$ cat config.mk
export PLATFORM = sky130hd
export DESIGN_NAME = qupls_decode_fu_sel
export DESIGN_NICKNAME = d
export VERILOG_FILES = /design/src/rtl/QuplsPkg.sv /design/src/rtl/qupls_fu_classify_lane.sv /design/src/rtl/qupls_decode_fu_sel.sv
export SDC_FILE = /design/constraint.sdc
export NUM_CORES = 1
export LEC_CHECK = 0
export CORE_ASPECT_RATIO = 1.4
export CORE_UTILIZATION = 32
export DETAILED_ROUTE_END_ITERATION = 7
export HOLD_SLACK_MARGIN = 0.08
export PLACE_DENSITY = 0.87
export SLEW_MARGIN = 20
export SYNTH_ARGS = -nofsm -noshare
export SYNTH_HDL_FRONTEND = slang
export SYNTH_SLANG_ARGS = --single-unit
export TNS_END_PERCENT = 50
$ cat constraint.sdc
create_clock -name clk -period 1.7 [get_ports clk]
set_input_delay 0.34 -clock clk [delete_from_list [all_inputs] [get_ports clk]]
set_output_delay 0.34 -clock clk [all_outputs]
set_load 0.02 [all_outputs]
$ cat src/rtl/QuplsPkg.sv
// Shared decode definitions for the functional-unit selector.
// Provides the instruction layout, opcode/function codes, the 4-bit
// functional-unit class vector with its bit indices, and fnIsAlu.
package QuplsPkg;

  localparam int unsigned NCLS    = 4;
  localparam int unsigned CLS_ALU = 0;
  localparam int unsigned CLS_FPU = 1;
  localparam int unsigned CLS_MEM = 2;
  localparam int unsigned CLS_FC  = 3;

  // Multi-hot functional-unit class, indexed by CLS_*.
  typedef logic [NCLS-1:0] fu_cls_t;

  localparam logic [6:0] OP_NOP  = 7'h00;
  localparam logic [6:0] OP_R2   = 7'h02;
  localparam logic [6:0] OP_ADDI = 7'h04;
  localparam logic [6:0] OP_ANDI = 7'h08;
  localparam logic [6:0] OP_ORI  = 7'h09;
  localparam logic [6:0] OP_FLT3 = 7'h0C;
  localparam logic [6:0] OP_Bcc  = 7'h20;
  localparam logic [6:0] OP_BccU = 7'h21;
  localparam logic [6:0] OP_BSR  = 7'h22;
  localparam logic [6:0] OP_JSR  = 7'h23;
  localparam logic [6:0] OP_RTD  = 7'h24;
  localparam logic [6:0] OP_LDx  = 7'h40;
  localparam logic [6:0] OP_LDxU = 7'h41;
  localparam logic [6:0] OP_STx  = 7'h48;

  localparam logic [5:0] FN_FADD = 6'h04;
  localparam logic [5:0] FN_FABS = 6'h10;
  localparam logic [5:0] FN_FNEG = 6'h11;
  localparam logic [5:0] FN_FMOV = 6'h12;

  typedef struct packed {
    logic [3:0] cond;
    logic [4:0] inc;
  } br_t;

  typedef struct packed {
    logic [5:0] func;
    logic [9:0] imm;
    br_t        br;
    logic [6:0] opcode;
  } instruction_t;

  // True when the instruction needs an ALU. Sign-only float ops run on the
  // ALU, and a branch with a nonzero increment needs an ALU for the add.
  function automatic logic fnIsAlu(input instruction_t ins);
    logic alu;
    alu = 1'b0;
    case (ins.opcode)
      OP_NOP, OP_R2, OP_ADDI, OP_ANDI, OP_ORI: alu = 1'b1;
      OP_FLT3: alu = (ins.func == FN_FABS) || (ins.func == FN_FNEG) ||
                     (ins.func == FN_FMOV);
      OP_Bcc, OP_BccU: alu = (ins.br.inc != 5'd0);
      default: alu = 1'b0;
    endcase
    return alu;
  endfunction

endpackage

$ cat src/rtl/qupls_fu_classify_lane.sv
// Combinational classifier for one decode lane.
// Ports: ins   - instruction in this lane
//        cls_c - multi-hot functional-unit class (ALU/FPU/MEM/FC)
module qupls_fu_classify_lane
  import QuplsPkg::*;
(
  input  instruction_t ins,
  output fu_cls_t      cls_c
);

  logic alu_c;
  logic unused_c;

  assign unused_c = ^{ins.imm, ins.br.cond};

  // FPU only for float ops the ALU cannot handle; branches may be ALU|FC.
  always_comb begin
    cls_c          = '0;
    alu_c          = fnIsAlu(ins);
    cls_c[CLS_ALU] = alu_c;
    case (ins.opcode)
      OP_Bcc, OP_BccU, OP_BSR, OP_JSR, OP_RTD: cls_c[CLS_FC]  = 1'b1;
      OP_FLT3:                                 cls_c[CLS_FPU] = ~alu_c;
      OP_LDx, OP_LDxU, OP_STx:                 cls_c[CLS_MEM] = 1'b1;
      default: ;
    endcase
  end

endmodule

$ cat src/rtl/qupls_decode_fu_sel.sv
// Decode-stage functional-unit selector: classifies each lane of a bundle,
// steers ALU lanes round-robin across NALU ALUs, and buffers results in a
// 2-entry skid buffer (output register + skid register), latency 1.
// Ports: clk, rst_n (async active-low), flush,
//        in_valid/in_ready/instr     - incoming bundle handshake
//        out_valid/out_ready         - outgoing bundle handshake
//        out_cls, out_alu_sel        - per-lane class and ALU instance
//        stat_cnt                    - per-class lane counts (only with
//                                      QUPLS_FU_STATS_EN defined)
module qupls_decode_fu_sel
  import QuplsPkg::*;
#(
  parameter  int unsigned LANES = 4,
  parameter  int unsigned NALU  = 2,
  localparam int unsigned SELW  = (NALU > 1) ? $clog2(NALU) : 1
) (
  input  logic                         clk,
  input  logic                         rst_n,
  input  logic                         flush,
  input  logic                         in_valid,
  output logic                         in_ready,
  input  instruction_t [LANES-1:0]     instr,
  output logic                         out_valid,
  input  logic                         out_ready,
  output fu_cls_t [LANES-1:0]          out_cls,
  output logic [LANES-1:0][SELW-1:0]   out_alu_sel
`ifdef QUPLS_FU_STATS_EN
  ,
  output logic [NCLS-1:0][31:0]        stat_cnt
`endif
);

  localparam int unsigned CNTW = $clog2(LANES + 1);

  fu_cls_t [LANES-1:0]         cls_c;
  logic [LANES-1:0][SELW-1:0]  sel_c;
  logic [CNTW-1:0]             pre_c [LANES+1];
  logic [SELW-1:0]             rr_nxt_c;
  logic                        accept_c;
  logic                        pop_c;

  logic                        ov_q, ov_d;
  logic                        skid_empty_q, skid_empty_d;
  fu_cls_t [LANES-1:0]         ocls_q, ocls_d, scls_q, scls_d;
  logic [LANES-1:0][SELW-1:0]  osel_q, osel_d, ssel_q, ssel_d;
  logic [SELW-1:0]             rr_ptr, rr_d;

  // Per-lane classification and prefix count of ALU lanes below each lane.
  assign pre_c[0] = '0;
  for (genvar g = 0; g < LANES; g++) begin : g_lane
    qupls_fu_classify_lane u_cls (
      .ins   (instr[g]),
      .cls_c (cls_c[g])
    );
    assign pre_c[g+1] = pre_c[g] + CNTW'(cls_c[g][CLS_ALU]);
    assign sel_c[g]   = cls_c[g][CLS_ALU] ?
                        SELW'((32'(rr_ptr) + 32'(pre_c[g])) % NALU) : '0;
  end

  assign rr_nxt_c = SELW'((32'(rr_ptr) + 32'(pre_c[LANES])) % NALU);
  assign accept_c = in_valid & skid_empty_q & ~flush;
  assign pop_c    = ov_q & out_ready;

  // Skid-buffer next state; a pending skid entry always drains before new input.
  always_comb begin
    ov_d         = ov_q;
    skid_empty_d = skid_empty_q;
    ocls_d       = ocls_q;
    osel_d       = osel_q;
    scls_d       = scls_q;
    ssel_d       = ssel_q;
    rr_d         = rr_ptr;
    if (flush) begin
      ov_d         = 1'b0;
      skid_empty_d = 1'b1;
      rr_d         = '0;
    end else begin
      if (accept_c) rr_d = rr_nxt_c;
      if (!ov_q || pop_c) begin
        if (!skid_empty_q) begin
          ocls_d       = scls_q;
          osel_d       = ssel_q;
          skid_empty_d = 1'b1;
          ov_d         = 1'b1;
        end else if (accept_c) begin
          ocls_d = cls_c;
          osel_d = sel_c;
          ov_d   = 1'b1;
        end else begin
          ov_d = 1'b0;
        end
      end else if (accept_c) begin
        scls_d       = cls_c;
        ssel_d       = sel_c;
        skid_empty_d = 1'b0;
      end
    end
  end

  // State registers.
  always_ff @(posedge clk or negedge rst_n) begin
    if (!rst_n) begin
      ov_q         <= 1'b0;
      skid_empty_q <= 1'b1;
      ocls_q       <= '0;
      osel_q       <= '0;
      scls_q       <= '0;
      ssel_q       <= '0;
      rr_ptr       <= '0;
    end else begin
      ov_q         <= ov_d;
      skid_empty_q <= skid_empty_d;
      ocls_q       <= ocls_d;
      osel_q       <= osel_d;
      scls_q       <= scls_d;
      ssel_q       <= ssel_d;
      rr_ptr       <= rr_d;
    end
  end

  assign in_ready    = skid_empty_q;
  assign out_valid   = ov_q;
  assign out_cls     = ocls_q;
  assign out_alu_sel = osel_q;

`ifdef QUPLS_FU_STATS_EN
  // Saturating per-class lane counters over bundles delivered downstream.
  for (genvar c = 0; c < NCLS; c++) begin : g_stat
    logic [CNTW-1:0] n_c [LANES+1];
    logic [32:0]     sum_c;
    logic [31:0]     cnt_q;

    assign n_c[0] = '0;
    for (genvar l = 0; l < LANES; l++) begin : g_l
      assign n_c[l+1] = n_c[l] + CNTW'(ocls_q[l][c]);
    end
    assign sum_c = {1'b0, cnt_q} + 33'(n_c[LANES]);

    always_ff @(posedge clk or negedge rst_n) begin
      if (!rst_n)     cnt_q <= '0;
      else if (pop_c) cnt_q <= sum_c[32] ? 32'hFFFF_FFFF : sum_c[31:0];
    end

    assign stat_cnt[c] = cnt_q;
  end
`endif

endmodule

# Word-level counts from Yosys, hierarchy flattened
# Index checks and enable logic that the tools add are counted.
# W data, S select, Z words.
dict set report word_totals {
  latch_bits 0
  reg_bits 43
  ramBits 0
  mem_count 0
  out_inout_bits 22
  romBits 0
  inputBits 133
  wordCells 172
}
dict set report op_classes {
  multipliers 0
  n_mux 33
  order_cmp 0
  n_bitwise 9
  shift 0
  reduce_logical 39
  n_div 0
  eq_ne 65
  n_addsub 7
}
# op count
set ops {}
lappend ops {{$eq A7 B6 Y1 const B} 20}
lappend ops {{$eq A7 B4 Y1 const B} 12}
lappend ops {{$eq A7 B7 Y1 const B} 12}
lappend ops {{$eq A6 B5 Y1 const B} 12}
lappend ops {{$reduce_or A5 Y1} 8}
lappend ops {{$mux W16} 2}
lappend ops {{$eq A7 B2 Y1 const B} 4}
lappend ops {{$eq A7 B3 Y1 const B} 4}
lappend ops {{$logic_not A7 Y1} 4}
lappend ops {{$mux W1} 25}
lappend ops {{$reduce_bool A5 Y1} 4}
lappend ops {{$pmux W1 S3} 4}
lappend ops {{$reduce_or A3 Y1} 4}
lappend ops {{$logic_or A1 B1 Y1} 9}
lappend ops {{$mux W4} 2}
lappend ops {{$reduce_or A2 Y1} 4}
lappend ops {{$add A1 B1 Y1} 7}
lappend ops {{$not A1 Y1} 6}
lappend ops {{$reduce_and A3 Y1} 2}
lappend ops {{$reduce_bool A2 Y1} 2}
lappend ops {{$and A1 B1 Y1} 3}
lappend ops {{$reduce_bool A3 Y1} 1}
lappend ops {{$ne A2 B2 Y1 const B} 1}
lappend ops {{$logic_not A1 Y1} 1}

# Longest topological paths before layout
# Gate-level depths: netlist of run 1.
dict set report logic_depth {
  word_depth 10
  depth_mapped 9
  depth_no_buf 9
}

# By module
# From an unflattened synthesis of run 1, not the netlist that was laid out.
dict set report unflattened {
  cells_unflattened 216
  area_unflattened_um2 2549.9
}
# mod instances cells_per_inst seq_area_each_um2 area_per_inst_um2
set by_module_without_submodules {}
lappend by_module_without_submodules {qupls_decode_fu_sel 1 132 1077.3 2054.5}
lappend by_module_without_submodules {qupls_fu_classify_lane 4 21 0.0 123.9}

# Least setup slack after synthesis of run 1
# No wires, ideal clock.
dict set report synth_timing {
  path_type {input to register}
  startpoint {input port instr[7] in the netlist's numbering}
  endpoint {register ssel_q[3] in the netlist's numbering}
  setup_time_ns 0.125
  setup_slack_ns -0.646
  t_arrival_ns 2.221
  path_stages 8
  cell_sequence {or4_1 o21ai_1 nand2_1 a21oi_4 xnor3_1 xnor2_1 ha_1 mux2_2}
}
# element line
set synth_rtl {}
lappend synth_rtl {{start: declaration} qupls_decode_fu_sel.sv:22} ;# input instruction_t [LANES-1:0] instr,
lappend synth_rtl {{end signal: assignment} qupls_decode_fu_sel.sv:116} ;# ssel_q <= ssel_d;
lappend synth_rtl {{end: declaration} qupls_decode_fu_sel.sv:45} ;# logic [LANES-1:0][SELW-1:0] osel_q, osel_d, ssel_q, ssel_d;

# Worst setup path after layout of run 1
dict set report layout_timing {
  startpoint {input port instr[58] in the netlist's numbering}
  endpoint {register rr_ptr}
}
dict set report layout_via {
  elab_chain_cells 10
}
# element line
set layout_rtl {}
lappend layout_rtl {{$eq A6 B5 Y1} QuplsPkg.sv:54} ;# OP_FLT3: alu = (ins.func == FN_FABS) || (ins.func == FN_FNEG) ||
lappend layout_rtl {{$logic_or A1 B1 Y1} QuplsPkg.sv:54}
lappend layout_rtl {{$logic_or A1 B1 Y1 (*)} QuplsPkg.sv:54}
lappend layout_rtl {{$pmux W1 S3 (*)} QuplsPkg.sv:52} ;# case (ins.opcode)
lappend layout_rtl {{$add A1 B1 Y1 (*) (3 in a row)} qupls_decode_fu_sel.sv:55} ;# assign pre_c[g+1] = pre_c[g] + CNTW'(cls_c[g][CLS_ALU]);
lappend layout_rtl {{$add A1 B1 Y1 (*)} qupls_decode_fu_sel.sv:60} ;# assign rr_nxt_c = SELW'((32'(rr_ptr) + 32'(pre_c[LANES])) % NALU);
lappend layout_rtl {{$mux W1 (*)} qupls_decode_fu_sel.sv:78} ;# if (accept_c) rr_d = rr_nxt_c;
lappend layout_rtl {{$mux W1 (*)} qupls_decode_fu_sel.sv:73} ;# if (flush) begin
lappend layout_rtl {{end signal: assignment} qupls_decode_fu_sel.sv:117} ;# rr_ptr <= rr_d;
lappend layout_rtl {{end: declaration} qupls_decode_fu_sel.sv:46} ;# logic [SELW-1:0] rr_ptr, rr_d;
# Mark *: on every way between the ends. The rest lies on a longest branch, timed or not. The select of a mux whose other input is x is not followed.
# A chain may end at the register's enable or synchronous reset.

==> results.json, run 1 <==
{
  "worstHoldStart": "instr[101]",
  "cp_data_required_time_ps": 1920,
  "reg2reg_slack_ps": 110,
  "vias": 2647,
  "ios": 155,
  "grt_pass1_wl_mm": 11.6,
  "root_buffer": "clkbuf_8",
  "fillers": 570,
  "p_comb_share_pct": 27.3,
  "worst-slew-pin-transition_ps": 482,
  "drt_wl_total_mm": 7.23,
  "port_buffers": 98,
  "rsz0062_at_grt": "true",
  "hold_violations": 0,
  "final_nets": 566,
  "post-route-util_pct": 61.6,
  "drive_gt1_share_pct": 31.7,
  "fin_crit_sh_pct": 131,
  "yosysUniqueCellTypes": 33,
  "rr_startpoint": "rr_ptr$_DFFE_PN0P_",
  "drv_cap": 0,
  "cp_data_arrival_time_ps": 2450,
  "r2r_end": "rr_ptr$_DFFE_PN0P_",
  "place_congestion": 0.771,
  "hold_depth": 5,
  "grt_pass1_vias": 2745,
  "crit_path_max_fanout": 2,
  "clk_latency_ps": 300,
  "cts.path.max_buffers": 2,
  "dp_hpwl_mm": 5.03,
  "htreeDepth": 2,
  "failed_checks": "setup timing",
  "whs_endpoint": "scls_q[14]$_DFFE_PN0P_",
  "cts_tree": "built",
  "ir_worst_vdd_uv": 367,
  "synth_top_area_share_pct": 45.6,
  "worstSetupStartpointType": "input pin",
  "ff_latch_area_um2": 1080,
  "grt_max_degree": 37,
  "worstSetupEndpointType": "register",
  "multi_input_area_um2": 1390,
  "dieArea_um2": 7550,
  "whs_ps": 437,
  "critical_path_class": "input pin to register",
  "setup_viol": 17,
  "fmax_mhz": 448,
  "clock-sinks": 43,
  "diodes": 0,
  "power.leakage_nw": 2.00,
  "p_int_mw": 2.12,
  "status": "finished with violations",
  "setup_ws_ps": -532,
  "synth-seq-cells": 43,
  "fin_cells": 527,
  "grt.total_usage_pct": 19.6,
  "hold_class": "input pin to register",
  "powerDensity_nw_per_um2": 665,
  "layout.cells.most_common": "buf_4",
  "yosysSeqAreaShare_pct": 46.7,
  "final.setup_skew_ps": 9.21,
  "synth_ff_type": "dfrtp_1",
  "post_drt_via_cell_ratio": 5.02,
  "synth_area_um2": 2300,
  "syn_area_per_cell_um2": 8.80,
  "drtIter0Drc": 148,
  "die_y_um": 102,
  "core-area_um2": 6980,
  "yosys_warnings": 0,
  "final_cell_mix": "buf_4 (68), clkdlybuf4s50_1 (49), nand2_1 (45)",
  "die_x_um": 73.7,
  "syn_inst": 262,
  "firstDrtPassIters": 4,
  "clockPowerShare_pct": 32.5,
  "synth_edf_count": 0,
  "yosys.area.top_type": "dfrtp_1",
  "antenna_found_initial": 0,
  "path_clk_slew_ps": 80,
  "grt_overflow": 0,
  "finalCriticalPeriod_ps": 2230,
  "p_switching_mw": 0.745,
  "start_util_pct": 33.0,
  "rows": 36,
  "reg2reg_depth": 5,
  "drv_slew": 0,
  "wire_per_inst_um": 13.7,
  "numCtsBuffers": 5,
  "area_growth_pct": 86.7,
  "pwr-share-seq_pct": 40.2,
  "swShare_pct": 26.0,
  "synthArstFlopShare_pct": 100,
  "syn_nets": 397,
  "ys_top_cells_by_area": "dfrtp_1 (46%), nand2_1 (7.5%), a21oi_1 (5.9%)",
  "drc": 0,
  "relSlewSlack_pct": 67.4,
  "place_inst": 503,
  "ant_nets": 0
}
## per-layer routing
metal	global-route usage, %	part of all wire, %	routed length [µm]	vias to the layer above
li1	-	-	-	1287
met1	20.4	37	2670	1249
met2	37.9	56	4070	96
met3	3.75	4.7	341	15
met4	7.54	2.2	156	0
met5	0	0	0	-
## what timing repair did
| item | CTS | global route |
|---|---|---|
| pin swaps | 32 | 35 |
| gates cloned | 0 | 0 |
| setup buffers | 14 | 2 |
| endpoints found under the hold margin | 19 | 0 |
| resized for setup | 90 | 37 |
| hold buffers | 1 | 0 |
| endpoints found under the setup margin | 23 | 23 |
## layout make-up
cell class                 instances  share of cell area, %
inverter                           5                  0.436
timing repair buffer             173                   36.5
tap                               95                   2.76
clock inverter                     2                   1.40
multi-input combinational        203                   32.2
clock buffer                       6                   1.69
sequential                        43                   25.0
## worst max-delay path, cell delays in order
cell	delay, ps
clkdlybuf4s50_1	450
a21oi_2	170
a21oi_2	70
nor3b_2	170
buf_4	140
a21oi_4	30
xnor3_1	390
xnor2_2	180
ha_4	280
nand3_2	70
a21oi_2	150
## flip-flops by register name, summed over array words and instances, names as in the netlist
register / count
scls_q: 16
ssel_q: 4
out_cls: 16
in_ready: 1
out_valid: 1
rr_ptr: 1
out_alu_sel: 4
## power by group through the flow
stage	registers, mW	clock network, mW	logic [mW]
floorplan	1.24	0	0.182
global placement	1.17	0	0.715
detailed placement	1.17	0	0.737
CTS	1.15	0.941	0.765
global route	1.16	0.968	0.843
finish	1.15	0.929	0.781
## logic make-up after synthesis
logic type	Yosys count	share of synthesized area, %
buffers and inverters	16	2.61
xor gates and xnor gates	2	1.36
and+or+nand+nor	117	25.0
adders and majority gates	2	1.09
AOI/OAI and AO/OA	75	20.0
DFF	43	46.7
muxes	7	3.20
## cells in the mapped netlist (all sizes together), types with 4 or more instances
| master | count |
|---|---|
| o21ai | 23 |
| a211oi | 6 |
| nand2 | 46 |
| nor4b | 10 |
| nand4 | 4 |
| dfrtp | 42 |
| nor3 | 7 |
| nand3 | 7 |
| a21oi | 29 |
| inv | 5 |
| or4 | 6 |
| nor2 | 26 |
| a31oi | 6 |
| nand2b | 4 |
| mux2i | 4 |
| or3 | 4 |
| clkbuf | 11 |
## how the worst max path moves through the flow
stage | from | endpoint | slack [ps] | cells after the start
finish | instr[58] | rr_ptr$_DFFE_PN0P_ | -530 | 11
global route | instr[58] | rr_ptr$_DFFE_PN0P_ | -560 | 11
CTS | instr[11] | rr_ptr$_DFFE_PN0P_ | -490 | 10
detailed placement | instr[39] | rr_ptr$_DFFE_PN0P_ | -1020 | 10
global placement | instr[39] | ssel_q[3]$_DFFE_PN0P_ | -1000 | 9
floorplan | instr[39] | ssel_q[3]$_DFFE_PN0P_ | -630 | 8
## per-stage QoR
stage	power (mW)	instance area [µm²]	setup slack, ps	TNS [ps]
after floorplan	1.42	2360	-627	-3390
after global placement	1.88	3870	-995	-15220
after detailed placement	1.91	3870	-1020	-16770
after CTS	2.86	4200	-489	-4620
after global routing	2.97	4300	-559	-5190
final	2.86	4300	-532	-4010
Power figures use the tool's default switching activity.
==> run 2: changes to the inputs <==
Settings changed: ABC_AREA set to 1, CORE_UTILIZATION 32 to 34, GPL_ROUTABILITY_DRIVEN set to 0, PLACE_DENSITY 0.87 to 0.88.
==> results.json, run 2 <==
{
  "drive_gt1_share_pct": 34.0,
  "yosys_warnings": 0,
  "path_cells": "clkdlybuf4s50_1 -> nor3_1 -> a211o_1 -> nand2_2 -> inv_2 -> xor2_2 -> ha_4 -> nor2_4 -> a211oi_2",
  "final_nets": 666,
  "area_growth_pct": 75.9,
  "die_y_um": 104,
  "dieArea_um2": 7860,
  "swShare_pct": 26.8,
  "syn_nets": 497,
  "syn_area_per_cell_um2": 7.05,
  "port_buffers": 98,
  "fmax_mhz": 553,
  "critical_path_class": "input pin to register",
  "htreeDepth": 2,
  "drv_slew": 0,
  "synth.mux.area_fraction_pct": 0,
  "rsz0062_at_grt": "true",
  "final_cell_mix": "nand2_1 (90), buf_4 (69), dfrtp_1 (42)",
  "crit_path_max_fanout": 2,
  "dp_hpwl_mm": 5.69,
  "clock-sinks": 43,
  "synth_area_um2": 2550,
  "die_x_um": 75.2,
  "final.setup_skew_ps": 10.5,
  "ios": 155,
  "ys_top_cells_by_area": "dfrtp_1 (41%), nand2_1 (16%), o21ai_0 (9.4%)",
  "antenna_found_initial": 0,
  "yosysSeqAreaShare_pct": 42.2,
  "critPathBufInv": 2,
  "ant_nets": 0,
  "whs_ps": 348,
  "post_drt_via_cell_ratio": 5.03,
  "synth_top_area_share_pct": 41.2,
  "cp_data_required_time_ps": 1900,
  "synth.most_common_cell": "nand2_1",
  "synth-seq-cells": 43,
  "hold_violations": 0,
  "yosysUniqueCellTypes": 31,
  "status": "finished with violations",
  "layout.cells.most_common": "nand2_1",
  "worstSetupEndpointType": "register",
  "start_util_pct": 34.9,
  "cp_data_arrival_time_ps": 2010,
  "syn_inst": 362,
  "grt_pass1_wl_mm": 13.2,
  "fin_cells": 629,
  "synth_edf_count": 0,
  "fillers": 618,
  "synth_ff_type": "dfrtp_1",
  "powerDensity_nw_per_um2": 621,
  "cts_tree": "built",
  "finalCriticalPeriod_ps": 1810,
  "power.leakage_nw": 2.33,
  "grt_max_degree": 28,
  "clk_latency_ps": 300,
  "post-route-util_pct": 61.3,
  "rows": 37,
  "diodes": 0,
  "p_switching_mw": 0.745,
  "path_clk_slew_ps": 90,
  "critPathMaxStageDelay_ps": 460,
  "vias": 3164,
  "grt_overflow": 0,
  "firstDrtPassIters": 4,
  "synth-adder-area-share_pct": 0.981,
  "setup_tns_ps": -143,
  "cts.path.max_buffers": 2,
  "setup_viol": 3,
  "relSlewSlack_pct": 67.2,
  "failed_checks": "setup timing",
  "setup_ws_ps": -107,
  "synthArstFlopShare_pct": 100,
  "synthXorXnorAreaFrac_pct": 0.343,
  "fin_crit_sh_pct": 106,
  "ir_worst_vdd_uv": 362,
  "path_delay_family": "buffers and inverters",
  "synth_compound_area_share_pct": 15.0,
  "grt_pass1_vias": 3107,
  "pwr-share-seq_pct": 40.5,
  "grt.total_usage_pct": 21.8,
  "p_comb_share_pct": 25.6,
  "root_buffer": "clkbuf_8",
  "total_power_mw": 2.78,
  "place_inst": 587,
  "synthSimpleGateAreaFrac_pct": 32.6,
  "drt_wl_total_mm": 8.82,
  "cp_slowest_cell": "clkdlybuf4s50_1",
  "synth_top_family_by_area": "simple AND/OR/NAND/NOR gates",
  "core-area_um2": 7310,
  "drv_cap": 0,
  "hold_class": "input pin to register",
  "worstSetupStartpointType": "input pin",
  "yosys.area.top_type": "dfrtp_1",
  "clockPowerShare_pct": 33.9,
  "numCtsBuffers": 5,
  "drc": 0,
  "synth_common_cells": "nand2_1 (108), o21ai_0 (48), dfrtp_1 (42), inv_1 (42), nor2_1 (41)",
  "p_int_mw": 2.04,
  "worst-slew-pin-transition_ps": 492,
  "wire_per_inst_um": 14.0,
  "drtIter0Drc": 201
}
## run 2: cell types whose count changed in the layout (fill, tap and decap cells not counted), sizes merged, moves of 11 or more
| cell | previous run | this run |
|---|---|---|
| nand2 | 46 | 110 |
| inv | 5 | 47 |
| o21ai | 23 | 53 |
| nor2 | 26 | 47 |
| a21oi | 29 | 10 |
| clkbuf | 9 | 20 |
| clkdlybuf4s50 | 49 | 38 |
## run 2: timing repair
action | 4_1_cts | 5_1_grt
pin swaps | 47 | 68
resized for setup | 98 | 116
endpoints found under the hold margin | 19 | 0
hold buffers | 1 | 0
setup buffers | 22 | 11
setup endpoints to repair | 8 | 23
## run 2: worst register-to-register path, stage by stage, from the launching register on
cell,delay [ps]
dfstp_2,590
buf_4,200
nand2_2,140
nor2_4,190
buf_4,190
nand2_1,120
o21ai_1,150
## run 2: path summary, 6_finish.rpt
path / endpoint / slack [ps] / from / cells after the start
worst max-delay path: rr_ptr$_DFFE_PN0P_ / -110 / instr[73] / 9
worst min-delay path: scls_q[2]$_DFFE_PN0P_ / 350 / instr[2] / 4
worst max register to register: ssel_q[2]$_DFFE_PN0P_ / 60 / in_ready$_DFFE_PN1P_ / 6
worst min register to register: scls_q[11]$_DFFE_PN0P_ / 480 / scls_q[11]$_DFFE_PN0P_ / 2
max in group asynchronous: out_cls[2]$_DFFE_PN0P_ / 590 / rst_n / 3
min in group asynchronous: scls_q[9]$_DFFE_PN0P_ / 530 / rst_n / 2
## run 2: logic make-up (layout without fill, tap and decap cells)
kind of cell,after synthesis,in the layout
buffers and inverters,56,226
AO/OA/AOI/OAI,71,71
adder cells (fa/ha/maj),2,2
XOR/XNOR,1,1
AND/OR/NAND/NOR,189,189
flip-flops,43,43
## run 2: power by group through the flow
stage	clock network, mW	registers (mW)	logic, mW
2_1_floorplan	0	1.19	0.189
3_3_place_gp	0	1.14	0.589
3_5_place_dp	0	1.14	0.610
4_1_cts	0.955	1.13	0.640
5_1_grt	0.983	1.13	0.773
6_report	0.944	1.13	0.713
## run 2: layout make-up
type | count | area [µm²] | area share [%]
Clock inverter | 3 | 67.6 | 1.51
Inverter | 47 | 181 | 4.04
Timing Repair Buffer | 171 | 1480 | 33.0
Tap cell | 97 | 121 | 2.70
Multi-Input combinational cell | 263 | 1490 | 33.2
Sequential cell | 43 | 1080 | 24.0
Clock buffer | 5 | 68.8 | 1.53
## run 2: through the flow
stage	area, µm²	setup WS, ps
floorplan	2550	24.9
finish	4490	-107
CTS	4250	-126
global route	4490	-142
detailed placement	3890	-681
global placement	3890	-546
## run 2: routing by layer
layer	routed length, µm	track usage (%)	part of all wire, %
met5	0	0	0
met4	340	8.60	3.9
met3	450	3.10	5.1
met2	4910	42.0	56
met1	3110	22.3	35
==> run 3: changes to the inputs <==
Settings changed: CORE_UTILIZATION 34 to 41, PLACE_DENSITY 0.88 to 0.95.
Clock period 1.7 ns to 2.1 ns, I/O delays scaled along.
==> results.json, run 3 (synthesis results as in run 2) <==
{
  "status": "complete, no violations",
  "dp_hpwl_mm": 5.77,
  "drc": 0,
  "finalCriticalPeriod_ps": 2050,
  "post_drt_via_cell_ratio": 5.22,
  "area_growth_pct": 62.9,
  "drt_wl_total_mm": 8.00,
  "clk_latency_ps": 310,
  "r2r_end": "scls_q[5]$_DFFE_PN0P_",
  "die_y_um": 95.3,
  "diodes": 0,
  "powerDensity_nw_per_um2": 502,
  "fin_crit_sh_pct": 97.4,
  "path_clk_slew_ps": 90,
  "crit_path_max_fanout": 3,
  "worst-slew-pin-transition_ps": 727,
  "ir_worst_vdd_uv": 330,
  "fmax_mhz": 489,
  "cts_tree": "built",
  "ios": 155,
  "cts.path.max_buffers": 2,
  "final.setup_skew_ps": 5.95,
  "start_util_pct": 42.9,
  "grt.total_usage_pct": 23.8,
  "setup_viol": 0,
  "htreeDepth": 2,
  "numCtsBuffers": 5,
  "wire_per_inst_um": 14.0,
  "dieArea_um2": 6550,
  "port_buffers": 98,
  "place_inst": 554,
  "grt_max_degree": 35,
  "cp_data_required_time_ps": 2320,
  "die_x_um": 68.7,
  "rsz0062_at_grt": "true",
  "worstSetupStartpointType": "input pin",
  "rr_startpoint": "in_ready$_DFFE_PN1P_",
  "reg2reg_depth": 5,
  "rows": 33,
  "cp_data_arrival_time_ps": 2270,
  "antenna_found_initial": 0,
  "worstSetupEndpointType": "register",
  "whs_ps": 167,
  "drtIter0Drc": 173,
  "final_cell_area_um2": 4160,
  "total_power_mw": 2.09,
  "hold_violations": 0,
  "root_buffer": "clkbuf_8",
  "setup_ws_ps": 54.4,
  "hold_class": "input pin to async pin",
  "reg2reg_slack_ps": 210,
  "vias": 2975,
  "drive_gt1_share_pct": 19.6,
  "drv_slew": 0,
  "grt_pass1_vias": 2928,
  "cts_hold_buf": 0,
  "relSlewSlack_pct": 51.5,
  "clock-sinks": 43,
  "grt_overflow": 0,
  "final_nets": 634,
  "drv_cap": 0,
  "core-area_um2": 5950,
  "ant_nets": 0,
  "power.leakage_nw": 2.29,
  "place_ws_ps": -427,
  "grt_pass1_wl_mm": 11.6,
  "final_cell_mix": "nand2_1 (99), clkdlybuf4s50_1 (60), o21ai_0 (43)",
  "fin_cells": 570,
  "place_area_um2": 3820,
  "layout.cells.most_common": "nand2_1",
  "critical_path_class": "input pin to register",
  "firstDrtPassIters": 7
}
run 3: cell types whose count changed in the layout (fill, tap and decap cells not counted), sizes merged:
cell and delta:
clkdlybuf4s15 -13, clkinvlp -1, buf -38, bufinv -1, dlygate4sd3 -1, clkbuf -15, dlymetal6s2s +17, clkinv +2
dlygate4sd2 -4, clkdlybuf4s50 +22
run 3: metal layers:
metal / GRT usage (%) / part of all wire [%] / vias up / wire, µm
met1: 22.2 / 35 / 1389 / 2780
met5: 0 / 0 / - / 0
li1: - / - / 1424 / -
met4: 12.0 / 3.6 / 0 / 287
met3: 5.62 / 7.0 / 29 / 558
met2: 45.7 / 55 / 133 / 4380
run 3: how the worst max path moves through the flow:
stage                    from                          to  slack, ps  cells after the start
detailed placement   instr[3]  out_alu_sel[3]$_DFFE_PN0P_       -430                     17
floorplan            instr[5]  out_alu_sel[3]$_DFFE_PN0P_        340                     14
global placement     instr[3]          rr_ptr$_DFFE_PN0P_       -300                     14
finish              instr[43]          rr_ptr$_DFFE_PN0P_         50                     12
global route        instr[43]          rr_ptr$_DFFE_PN0P_        -30                     12
CTS                 instr[34]          rr_ptr$_DFFE_PN0P_        0.2                     14
run 3: stage by stage:
stage          utilization (%)  TNS (ps)
6_report                  69.9         0
5_1_grt                   69.9     -51.7
4_1_cts                   66.5         0
3_5_place_dp              64.3     -1500
3_3_place_gp              64.3      -812
2_1_floorplan                -         0
run 3: area by class of cell:
class                   count  area [µm²]
multi-input cells         263        1330
inverters                  47         176
flip-flops and latches     43        1080
fillers                   445        1790
clock buffers               5        68.8
well taps                  70        87.6
repair buffers            139        1370
clock inverters             3        43.8
run 3: timing repair:
item,CTS,global route
endpoints found under the hold margin,0,0
buffers inserted,1,7
pin swaps,2,38
setup endpoints to repair,2,3
resized for setup,8,63
run 3: power breakdown:
part	leakage, nW	switching, mW	internal [mW]
sequential	0.583	0.0303	0.883
combinational	1.65	0.250	0.272
clock	0.0581	0.297	0.354
run 3: worst max-delay path, stage by stage:
cell and delay [ps]:
clkdlybuf4s50_1 390, nand3b_1 170, nand2_2 100, nand2_2 80, nor2_4 140, nand2_1 80, nand3_2 80, nand2_2 70
xor2_1 150, ha_2 340, nor2_4 40, a211oi_2 200
